### config.mk
export PLATFORM = sky130hd
export DESIGN_NAME = sprite_layer_sched
export DESIGN_NICKNAME = d
export VERILOG_FILES = /design/src/rtl/sprite_layer_sched_pkg.sv /design/src/rtl/sprite_layer_sched_cmp.sv /design/src/rtl/sprite_layer_sched.sv
export SDC_FILE = /design/constraint.sdc
export NUM_CORES = 1
export LEC_CHECK = 0
export CAP_MARGIN = 20
export CELL_PAD_IN_SITES_DETAIL_PLACEMENT = 1
export CELL_PAD_IN_SITES_GLOBAL_PLACEMENT = 2
export CORE_MARGIN = 3
export CORE_UTILIZATION = 43
export CTS_CLUSTER_SIZE = 25
export DETAILED_ROUTE_END_ITERATION = 6
export GPL_TIMING_DRIVEN = 0
export PLACE_DENSITY = 0.88
export SYNTH_ARGS = -nofsm -noshare
export SYNTH_HDL_FRONTEND = slang
export SYNTH_HIERARCHICAL = 1
export SYNTH_SLANG_ARGS = --single-unit
### constraint.sdc
create_clock -name clk -period 9.79 [get_ports clk]
set_clock_uncertainty 0.15 [all_clocks]
set_input_delay 2.4475 -clock clk [delete_from_list [all_inputs] [get_ports clk]]
set_output_delay 2.4475 -clock clk [all_outputs]
set_load 0.02 [all_outputs]
### src/rtl/sprite_layer_sched_pkg.sv
// Shared constants and config record for the sprite layer scheduler.
// Field select codes, screen size and the per-sprite window record.
package sprite_layer_sched_pkg;

  localparam logic [2:0] CFG_POSX = 3'd0;
  localparam logic [2:0] CFG_POSY = 3'd1;
  localparam logic [2:0] CFG_W    = 3'd2;
  localparam logic [2:0] CFG_H    = 3'd3;
  localparam logic [2:0] CFG_BASE = 3'd4;
  localparam logic [2:0] CFG_EN   = 3'd5;

  localparam logic [10:0] VGA_W = 11'd640;
  localparam logic [9:0]  VGA_H = 10'd480;

  localparam int ADDR_W = 14;

  typedef struct packed {
    logic              en;
    logic [9:0]        pos_x;
    logic [8:0]        pos_y;
    logic [9:0]        width;
    logic [8:0]        height;
    logic [ADDR_W-1:0] base;
  } spr_cfg_t;

endpackage

### src/rtl/sprite_layer_sched_cmp.sv
// Window test for one sprite: hit flag plus the pixel's row/col
// inside the window. Sums are one bit wider so edges never wrap.
module spr_window_cmp
  import sprite_layer_sched_pkg::*;
(
  input  spr_cfg_t   cfg,
  input  logic [9:0] x,
  input  logic [8:0] y,
  output logic       hit,
  output logic [8:0] row,
  output logic [9:0] col
);

  logic [10:0] x_end;
  logic [9:0]  y_end;
  logic        in_x;
  logic        in_y;
  logic        on_scr;

  assign x_end = {1'b0, cfg.pos_x} + {1'b0, cfg.width};
  assign y_end = {1'b0, cfg.pos_y} + {1'b0, cfg.height};

  assign in_x = (x >= cfg.pos_x) && ({1'b0, x} < x_end);
  assign in_y = (y >= cfg.pos_y) && ({1'b0, y} < y_end);

  // portions of a window hanging past the visible area never hit
  assign on_scr = ({1'b0, x} < VGA_W) && ({1'b0, y} < VGA_H);

  assign hit = cfg.en
             && (cfg.width  != '0)
             && (cfg.height != '0)
             && in_x && in_y && on_scr;

  assign row = y - cfg.pos_y;
  assign col = x - cfg.pos_x;

endmodule

### src/rtl/sprite_layer_sched.sv
// Per-pixel sprite window arbiter sharing one image SRAM.
// Double-buffered config, 3-stage compare/address/colour pipeline.
module sprite_layer_sched
  import sprite_layer_sched_pkg::*;
#(
  parameter int NUM_SPR    = 4,
  parameter int ADDR_WIDTH = ADDR_W,
  parameter int DATA_WIDTH = 12,
  parameter logic [DATA_WIDTH-1:0] TRANS_KEY = '0,
  localparam int IW = (NUM_SPR > 1) ? $clog2(NUM_SPR) : 1
) (
  input  logic                  clk,
  input  logic                  rst_n,
  input  logic [9:0]            vga_x,
  input  logic [8:0]            vga_y,
  input  logic                  frame_start,
  input  logic                  cfg_we,
  input  logic [IW-1:0]         cfg_idx,
  input  logic [2:0]            cfg_sel,
  input  logic [15:0]           cfg_data,
  output logic [ADDR_WIDTH-1:0] ram_addr,
  input  logic [DATA_WIDTH-1:0] ram_data,
  output logic [DATA_WIDTH-1:0] color,
  output logic                  color_on,
  output logic [IW-1:0]         hit_idx
);

  spr_cfg_t shadow [NUM_SPR];
  spr_cfg_t active [NUM_SPR];

  logic [NUM_SPR-1:0] hits;
  logic [8:0]         rows [NUM_SPR];
  logic [9:0]         cols [NUM_SPR];

  logic               any_hit;
  logic [IW-1:0]      win;

  logic               s1_hit;
  logic [IW-1:0]      s1_idx;
  logic [8:0]         s1_row;
  logic [9:0]         s1_col;
  logic [9:0]         s1_w;
  logic [ADDR_W-1:0]  s1_base;

  logic               s2_hit;
  logic [IW-1:0]      s2_idx;

  logic [ADDR_WIDTH-1:0] prod;
  logic                  unused_cfg;

  assign unused_cfg = ^cfg_data[15:ADDR_W];

  // commit reads shadow before this edge's write, so a write
  // coincident with frame_start waits for the next frame
  always_ff @(posedge clk) begin
    if (!rst_n) begin
      for (int i = 0; i < NUM_SPR; i++) begin
        shadow[i] <= '0;
        active[i] <= '0;
      end
    end else begin
      if (frame_start) begin
        for (int i = 0; i < NUM_SPR; i++) begin
          active[i] <= shadow[i];
        end
      end
      if (cfg_we) begin
        case (cfg_sel)
          CFG_POSX: shadow[cfg_idx].pos_x  <= cfg_data[9:0];
          CFG_POSY: shadow[cfg_idx].pos_y  <= cfg_data[8:0];
          CFG_W:    shadow[cfg_idx].width  <= cfg_data[9:0];
          CFG_H:    shadow[cfg_idx].height <= cfg_data[8:0];
          CFG_BASE: shadow[cfg_idx].base   <= cfg_data[ADDR_W-1:0];
          CFG_EN:   shadow[cfg_idx].en     <= cfg_data[0];
          default: ;
        endcase
      end
    end
  end

  for (genvar i = 0; i < NUM_SPR; i++) begin : g_cmp
    spr_window_cmp u_cmp (
      .cfg (active[i]),
      .x   (vga_x),
      .y   (vga_y),
      .hit (hits[i]),
      .row (rows[i]),
      .col (cols[i])
    );
  end

  // scan downwards so the lowest hitting index is written last
  always_comb begin
    any_hit = 1'b0;
    win     = '0;
    for (int i = NUM_SPR - 1; i >= 0; i--) begin
      if (hits[i]) begin
        any_hit = 1'b1;
        win     = IW'(i);
      end
    end
  end

  always_ff @(posedge clk) begin
    if (!rst_n) begin
      s1_hit  <= 1'b0;
      s1_idx  <= '0;
      s1_row  <= '0;
      s1_col  <= '0;
      s1_w    <= '0;
      s1_base <= '0;
    end else begin
      s1_hit  <= any_hit;
      s1_idx  <= win;
      s1_row  <= rows[win];
      s1_col  <= cols[win];
      s1_w    <= active[win].width;
      s1_base <= active[win].base;
    end
  end

  assign prod = ADDR_WIDTH'(s1_row) * ADDR_WIDTH'(s1_w);

  always_ff @(posedge clk) begin
    if (!rst_n) begin
      s2_hit   <= 1'b0;
      s2_idx   <= '0;
      ram_addr <= '0;
    end else begin
      s2_hit <= s1_hit;
      s2_idx <= s1_idx;
      if (s1_hit) begin
        ram_addr <= ADDR_WIDTH'(s1_base) + prod
                  + ADDR_WIDTH'(s1_col);
      end
    end
  end

  always_ff @(posedge clk) begin
    if (!rst_n) begin
      color    <= '0;
      color_on <= 1'b0;
      hit_idx  <= '0;
    end else begin
      if (s2_hit) begin
        color <= ram_data;
      end
      color_on <= s2_hit && (ram_data != TRANS_KEY);
      hit_idx  <= s2_idx;
    end
  end

endmodule

# Word level (Yosys, flattened, before mapping)
# Memory sizes are Yosys's and may differ from the RTL's. A register that Yosys moved wholly into a read port is not among the register bits.
# Cells that the tools add are included.
[op_classes] n_addsub=18 mul=1 div=0 n_lt_le_gt_ge=19 n_eq_ne=5 shifts=0 n_mux=49 n_bitwise=5 n_reduce_logical=42
[ops] cell="$mux W53" n=5
[ops] cell="$reduce_or A53 Y1" n=1
[ops] cell="$add A10 B10 Y11" n=4
[ops] cell="$lt A10 B11 Y1" n=4
[ops] cell="$add A9 B9 Y10" n=4
[ops] cell="$ge A10 B10 Y1" n=4
[ops] cell="$lt A9 B10 Y1" n=4
[ops] cell="$reduce_bool A10 Y1" n=4
[ops] cell="$sub A10 B10 Y10" n=4
[ops] cell="$ge A9 B9 Y1" n=4
[ops] cell="$reduce_bool A9 Y1" n=4
[ops] cell="$sub A9 B9 Y9" n=4
[ops] cell="$mux W1" n=32
[ops] cell="$logic_and A1 B1 Y1" n=30
[ops] cell="$bmux W10 S2" n=1
[ops] cell="$mux W10" n=2
[ops] cell="$bmux W9 S2" n=1
[ops] cell="$mux W9" n=2
[ops] cell="$add A14 B10 Y14" n=1
[ops] cell="$add A14 B14 Y14" n=1
[ops] cell="$mul A9 B10 Y14" n=1
[ops] cell="$reduce_bool A12 Y1" n=1
[ops] cell="$lt A10 B10 Y1 const B" n=1
[ops] cell="$mux W2" n=5
[ops] cell="other kinds (10)" n=15
[word_totals] reg_bits=54 latch_bits=0 ram_bits=424 romBits=0 inputBits=56 output_inout_bits=29 word_cells=151 mem_count=2
[memory_table] memory="active" depth=4 width=53 read_ports=5 rd_clocked_by_memory_dff=1 wr=4 line_no="sprite_layer_sched.sv:29" source="spr_cfg_t active [NUM_SPR];"
[memory_table] memory="shadow" depth=4 width=53 read_ports=4 rd_clocked_by_memory_dff=0 wr=4 line_no="sprite_layer_sched.sv:28" source="spr_cfg_t shadow [NUM_SPR];"

# Depth between registers and ports, before layout
# Gate-level depths: netlist (run 1).
# An unclocked memory read counts as a cell.
[depth] ltp_word=15 mapped_depth=22 ltp_nobuf=21

# Modules after synthesis
# Netlist (run 1), hierarchy kept.
[modules_own_cells] mod="sprite_layer_sched" n_inst=1 cells_per_inst=1566 area_per_inst_um2=21814.7 seq_area_each_um2=14293.7
[modules_own_cells] mod="spr_window_cmp at g_cmp[1].u_cmp ..." n_inst=2 cells_per_inst=279 area_per_inst_um2=2031.9 seq_area_each_um2=0.0
[modules_own_cells] mod="spr_window_cmp at g_cmp[3].u_cmp" n_inst=1 cells_per_inst=277 area_per_inst_um2=2023.2 seq_area_each_um2=0.0
[modules_own_cells] mod="spr_window_cmp at g_cmp[0].u_cmp" n_inst=1 cells_per_inst=272 area_per_inst_um2=1999.4 seq_area_each_um2=0.0

# Least setup slack after synthesis (run 1)
# Ideal clock, no wire load.
[synth_timing] path_kind="in2reg" from="input port frame_start" to="memory active[0][0] (netlist bit) (enable)" setup_time_ns=0.610 arrival_ns=7.800 t_required_ns=9.030 setup_slack_ns=1.229 stages=2 path_buffers=1 cell_sequence="clkbuf_1 -> nand2b_1"
[synth_rtl] element="start: declaration" line_no="sprite_layer_sched.sv:16" source="input logic frame_start,"
[synth_rtl] element="end: declaration" line_no="sprite_layer_sched.sv:29"

# Worst setup path after layout (run 1)
[layout_timing] from="input port vga_x[1]" to="register s1_row[2]"
[layout_via] elab_cells_between_ends=34 classes_between="order compare (9); mux (7); bitwise (1); reduce/logical (17)"
[layout_rtl] element="start: declaration" line_no="sprite_layer_sched.sv:14" source="input logic [9:0] vga_x,"
[layout_rtl] element="$lt A10 B11 Y1 or $ge A10 B10 Y1 (tied branches)" line_no="sprite_layer_sched_cmp.sv:23" source="assign in_x = (x >= cfg.pos_x) && ({1'b0, x} < x_end);"
[layout_rtl] element="$logic_and A1 B1 Y1" line_no="sprite_layer_sched_cmp.sv:23"
[layout_rtl] element="$logic_and A1 B1 Y1 (2 in series)" line_no="sprite_layer_sched_cmp.sv:32" source="&& in_x && in_y && on_scr;"
[layout_rtl] element="$logic_and A1 B1 Y1 (*)" line_no="sprite_layer_sched_cmp.sv:32"
[layout_rtl] element="named net hits[1]" line_no="sprite_layer_sched.sv:31" source="logic [NUM_SPR-1:0] hits;"
[layout_rtl] element="$mux W2 (*) (2 in series)" line_no="sprite_layer_sched.sv:97" source="if (hits[i]) begin"
[layout_rtl] element="$not A2 Y3 (implied by the code) (*)" line_no="sprite_layer_sched.sv:115" source="s1_row <= rows[win];"
[layout_rtl] element="$bmux W9 S2 (*)" line_no="sprite_layer_sched.sv:115"
[layout_rtl] element="$mux W9 (implied by the code) (*) (2 in series)" line_no="sprite_layer_sched.sv:115"
[layout_rtl] element="end signal: assignment" line_no="sprite_layer_sched.sv:115"
[layout_rtl] element="end: declaration" line_no="sprite_layer_sched.sv:40" source="logic [8:0] s1_row;"
# The timed path passes the listed nets; every way through them passes the cells marked *. The select of a mux whose other input is x is not followed.
# A chain may end at the register's enable or synchronous reset.

==> reports/metrics.yaml, run 1 <==
n_fill_cell: 7418
report.final.slew_viol_count: 0
synth_top_family_by_area: "simple AND/OR/NAND/NOR gates"
endpoint: "s1_row[2]"
route.detailed.drc: 0
hp-class: "register to register"
synth-seq-cells: 502
routabilityCongestion: 0.920
fin_cells: 3785
yosys.area.top_type: "edfxtp_1"
synth_async_sr_flop_share_pct: 0
dp_hpwl_um: 74600
cts_buffers: 52
die_x_um: 270
gr-total-overflow: 0
yosysMostFrequentCell: "edfxtp_1"
drv_cap: 0
synth_compound_area_share_pct: 7.05
track_usage_pct: 25.9
combPwrFrac_pct: 22.4
routed_wl_um: 95300
clk_path_buf_depth: 3
yosysSeqAreaShare_pct: 47.8
p_leak_nw: 13.9
final.min_clock_period_ns: 7.69
pwr-share-seq_pct: 44.3
rr_worst_depth: 20
total_power_mw: 5.84
power_frac_clock_pct: 33.2
grt_pass1_vias: 22703
clkLatencyLatePin_ns: 0.63
antenna_found_initial: 5
multi_input_area_sq_um: 14200
utilization_pct: 49.0
cts_tree: "built"
yosys.area_share.xor_xnor_pct: 3.76
ctsHoldBuffers: 0
intPower_mw: 4.07
ioPinCount: 85
end_kind: "register"
cp.required_ns: 10.16
drt_iter0_markers: 1905
dp_cells: 3690
cts.clk_slew.worst_paths_ns: 0.06
synth_adder_area_share_pct: 16.3
grt_pass1_wl_um: 142000
coreArea_sq_um: 68700
postCtsSetupBuffers: 0
synth_edf_count: 424
ant_nets: 0
ff_latch_area_sq_um: 14300
initial_core_util_pct: 43.5
diodes: 0
avgSynthCellArea_sq_um: 11.2
crit_fanout: 12
row_count: 96
power.density_nw_per_um2: 173
ctsResizeCount: 0
r2r_end: "s1_row[2]"
synth_commonest_cells: "424 x edfxtp_1, 266 x inv_1, 254 x ha_1"
htree_num_levels: 2
swShare_pct: 30.3
setup_viol: 0
critPathKind: "primary input to register"
syn_nets: 3067
synthFlopType: "edfxtp_1"
startpoint: "vga_x[1]"
final_hold_viol_count: 0
synth_area_leaders: "edfxtp_1 43%, ha_1 11%, fa_1 5.6%"
clock_sinks: 502
synth_cells: 2673
worst-r2r-setup-slack_ns: 3.97
switchingPower_mw: 1.77
synthMuxAreaShare_pct: 3.87
ir_drop_uv: 158
fmax_ghz: 0.130
outcome: "completed"
reg2reg_from: "active[1][33]"
crit_path_start_kind: "primary input"
yosysTopAreaCellShare_pct: 42.6
synth_cell_types: 73
worst_pin_slew_ns: 1.24
die_y_um: 270
drtPass1Iterations: 5
post_drt_wl_per_cell_um: 25.2
yosysWarnings: 6
cts_root_buf: "clkbuf_16"
syn2layout_area_growth_pct: 12.6
die-area_sq_um: 72700
fin_crit_sh_pct: 78.6
slew_headroom_pct: 17.4
grt_setup_unrepaired: "false"
synth-simple-area-share_pct: 16.4
io_buffers: 81
drive_gt1_share_pct: 6.45
arrival_ns: 8.06
grt_max_degree: 61
via_count: 21668
netlist_area_sq_um: 29900
nets: 3207
viasPerCell: 5.72
## area by class of cell
cell class	count	share of cell area, %
multi-input cells	1804	42.1
well taps	931	3.46
clock inverters	31	0.851
inverters	266	2.97
clock buffers	64	4.12
flip-flops and latches	502	42.5
plain buffers	101	1.31
repair buffers	86	2.71
## logic make-up (layout without fill, tap and decap cells)
logic type	count (synthesis)	in the layout
mux	62	62
buf+inv	367	548
xor+xnor	126	126
compound gates	341	341
flops	502	502
fa+ha+maj	338	338
simple gates	937	937
## power by group through the flow
stage / Clock, mW / Combinational, mW / Sequential [mW]
after floorplan: 0 / 0.867 / 2.58
after global placement: 0 / 1.22 / 2.64
after detailed placement: 0 / 1.29 / 2.63
after global routing: 2.06 / 1.44 / 2.60
final: 1.94 / 1.31 / 2.59
after CTS: 1.96 / 1.30 / 2.58
## metal layers
metal / routed length (um) / track usage [%] / part of all wire, %
met4: 3860 / 9.51 / 4.0
met5: 0 / 0 / 0
met3: 6250 / 3.48 / 6.6
met1: 40300 / 34.7 / 42
met2: 44900 / 43.2 / 47
## worst min path at each step
stage / slack [ns] / startpoint / end / cells after the start
2_1_floorplan: 0.26 / s2_idx[0] / hit_idx[0] / 1
3_3_place_gp: 0.26 / s1_idx[1] / s2_idx[1] / 1
3_5_place_dp: 0.28 / s1_idx[0] / s2_idx[0] / 1
4_1_cts: 0.31 / s1_idx[0] / s2_idx[0] / 1
5_1_grt: 0.32 / s2_idx[0] / hit_idx[0] / 1
6_report: 0.31 / s2_idx[0] / hit_idx[0] / 1
## cell usage in the layout (no fill, tap or decap), types with 5 or more instances in the layout
cell type,Yosys,layout
edfxtp_1,424,424
inv_1,266,266
ha_1,254,254
nor2_1,245,245
and3_1,213,213
a21oi_1,125,125
nand2_1,124,124
clkbuf_1,81,89
o21ai_0,85,85
fa_1,84,84
clkdlybuf4s50_1,0,81
and2_1,80,80
dfxtp_1,78,78
xnor2_1,67,67
xor2_1,57,57
nor2b_1,53,53
clkbuf_16,0,52
nand3_1,43,43
mux4_2,43,43
nor3_1,38,38
nand2b_1,32,31
nor4_1,30,30
a21o_1,22,22
nand4_1,20,20
mux2i_1,19,19
a211oi_1,15,15
buf_2,14,14
o21a_1,11,11
o211ai_1,11,11
clkinv_1,0,11
or2_2,10,10
or4_1,10,10
o21bai_1,9,9
or3_1,8,8
clkinv_2,0,8
buf_6,6,7
nand2_2,6,6
nand3b_1,6,6
a21boi_0,6,6
o311a_1,5,5
## flip-flops by register name, summed over array words and instances (netlist names)
| name | count |
|---|---|
| color_on | 1 |
| s1_base | 14 |
| s2_hit | 1 |
| s1_col | 10 |
| active | 212 |
| ram_addr | 14 |
| s1_hit | 1 |
| s1_w | 10 |
| s2_idx | 2 |
| color | 12 |
| shadow | 212 |
| hit_idx | 2 |
| s1_row | 9 |
| s1_idx | 2 |
## critical path: stages
cell and delay (ns):
clkdlybuf4s50_1 0.93, inv_1 0.16, fa_1 0.47, nand2b_1 0.17, a21oi_1 0.35, a41oi_1 0.12
o21ai_0 0.53, o211ai_1 0.22, a211oi_1 0.78, a21oi_1 0.11, nor2_2 0.62, buf_6 0.29
mux4_2 0.63, and2_1 0.20
## metrics by stage
step	cell area [sq um]	setup TNS, ns	setup WS, ns	hold slack, ns
floorplan	29900	0	1.23	0.262
global placement	31900	-351.17	-1.67	0.265
detailed placement	32000	0	1.55	0.277
CTS	33700	0	2.21	0.309
global route	33700	0	1.91	0.320
finish	33700	0	2.10	0.305
(Power assumes the default switching activity.)
==> inputs of run 2 (changes only) <==
Clock period 9.79 ns to 7.4 ns, I/O delays scaled along.
==> reports/metrics.yaml, run 2 (synthesis gave the netlist of run 1 again) <==
outcome: "completed"
via_count: 21693
crit_path_start_kind: "primary input"
reg2reg_from: "active[3][14]"
critPathMaxStageDelay_ns: 0.94
post_drt_wl_per_cell_um: 25.3
ir_drop_uv: 180
cpMostUsedCell: "a21oi_1"
utilization_pct: 49.3
critPathBufInv: 3
end_kind: "register"
hp-class: "register to register"
setup_viol: 0
holdCritStartpoint: "s2_idx[0]"
syn2layout_area_growth_pct: 13.2
antenna_found_initial: 3
fin_cells: 3795
cts_buffers: 53
grt_setup_unrepaired: "false"
top_regs: "active: 212 flops, shadow: 212 flops"
die_x_um: 270
coreArea_sq_um: 68700
ctsResizeCount: 0
routed_wl_um: 96000
io_buffers: 81
drive_gt1_share_pct: 6.85
initial_core_util_pct: 43.5
final.min_clock_period_ns: 7.10
crit_fanout: 12
ioPinCount: 85
drv_cap: 0
cts_root_buf: "clkbuf_16"
die_y_um: 270
routabilityCongestion: 0.916
report.final.slew_viol_count: 0
hold_end: "hit_idx[0]"
ctsHoldBuffers: 0
arrival_ns: 7.44
postCtsSetupBuffers: 0
path_cells: "clkdlybuf4s50_1 -> inv_1 -> fa_1 -> nand2b_1 -> a21oi_1 -> a41oi_1 -> o21ai_0 -> o211ai_1 -> a211oi_1 -> a21oi_1 -> nor2_2 -> buf_6 -> mux4_2 -> and2_1"
slew_headroom_pct: 24.1
total_power_mw: 7.83
drt_iter0_markers: 1706
clkLatencyLatePin_ns: 0.65
stdcell_area_sq_um: 33800
power.density_nw_per_um2: 231
cts.clk_slew.worst_paths_ns: 0.06
grt_pass1_wl_um: 143000
dp_hpwl_um: 74900
nets: 3215
p_leak_nw: 14.0
place_area_sq_um: 32100
layout_common_cells: "424 x edfxtp_1, 266 x inv_1, 254 x ha_1, 245 x nor2_1, 213 x and3_1"
grt_pass1_vias: 22847
grt_max_degree: 69
cp_top_family: "compound AO/OA/AOI/OAI gates"
dp_cells: 3695
route.detailed.drc: 0
htree_num_levels: 2
drtPass1Iterations: 5
worst_pin_slew_ns: 1.13
track_usage_pct: 26.1
critPathKind: "primary input to register"
cp.required_ns: 7.75
path_depth: 14
viasPerCell: 5.72
worst-r2r-setup-slack_ns: 1.32
r2r_end: "s1_base[0]"
rr_worst_depth: 20
slowest_stage: "clkdlybuf4s50_1"
gr-total-overflow: 0
clk_path_buf_depth: 3
ant_nets: 0
cts_tree: "built"
final_hold_viol_count: 0
fin_crit_sh_pct: 95.9
row_count: 96
hold_depth: 1
final_common_cell: "edfxtp_1"
clock_sinks: 502
fmax_ghz: 0.141
die-area_sq_um: 72700
startpoint: "vga_x[1]"
run 2: per-layer routing:
metal  wire length, um  share of wire [%]  track usage (%)
met1             40800                 43             34.8
met2             45700                 48             43.7
met3              5730                6.0             3.11
met4              3750                3.9             9.88
met5                 0                  0                0
run 2: stage by stage:
step	hold WS, ns	setup slack, ns	setup TNS [ns]
6_report	0.297	0.304	0
5_1_grt	0.307	0.268	0
4_1_cts	0.300	0.529	0
3_5_place_dp	0.286	-0.0808	-0.247
3_3_place_gp	0.266	-0.200	-37.56
2_1_floorplan	0.262	1.94	0
run 2: worst max path at each step:
| stage | to | slack, ns |
|---|---|---|
| 6_report | s1_base[0] | 0.30 |
| 5_1_grt | s1_base[0] | 0.27 |
| 4_1_cts | s1_base[0] | 0.53 |
| 3_5_place_dp | s1_base[0] | -0.08 |
| 3_3_place_gp | active[1][22] | -0.20 |
| 2_1_floorplan | active[0][0] | 1.94 |
run 2: cell type report:
class / count / area, sq um
Antenna cell: 1 / 2.50
Multi-Input combinational cell: 1804 / 14200
Clock inverter: 21 / 240
Fill cell: 7374 / 34900
Buffer: 101 / 442
Inverter: 266 / 998
Timing Repair Buffer: 93 / 1010
Sequential cell: 502 / 14300
Clock buffer: 76 / 1530
Tap cell: 931 / 1160
run 2: power by group:
group / switching [mW] / leakage (nW) / internal, mW
clock: 1.16 / 0.861 / 1.52
combinational: 1.04 / 8.13 / 0.697
sequential: 0.140 / 4.98 / 3.28
total: 2.33 / 14.0 / 5.50
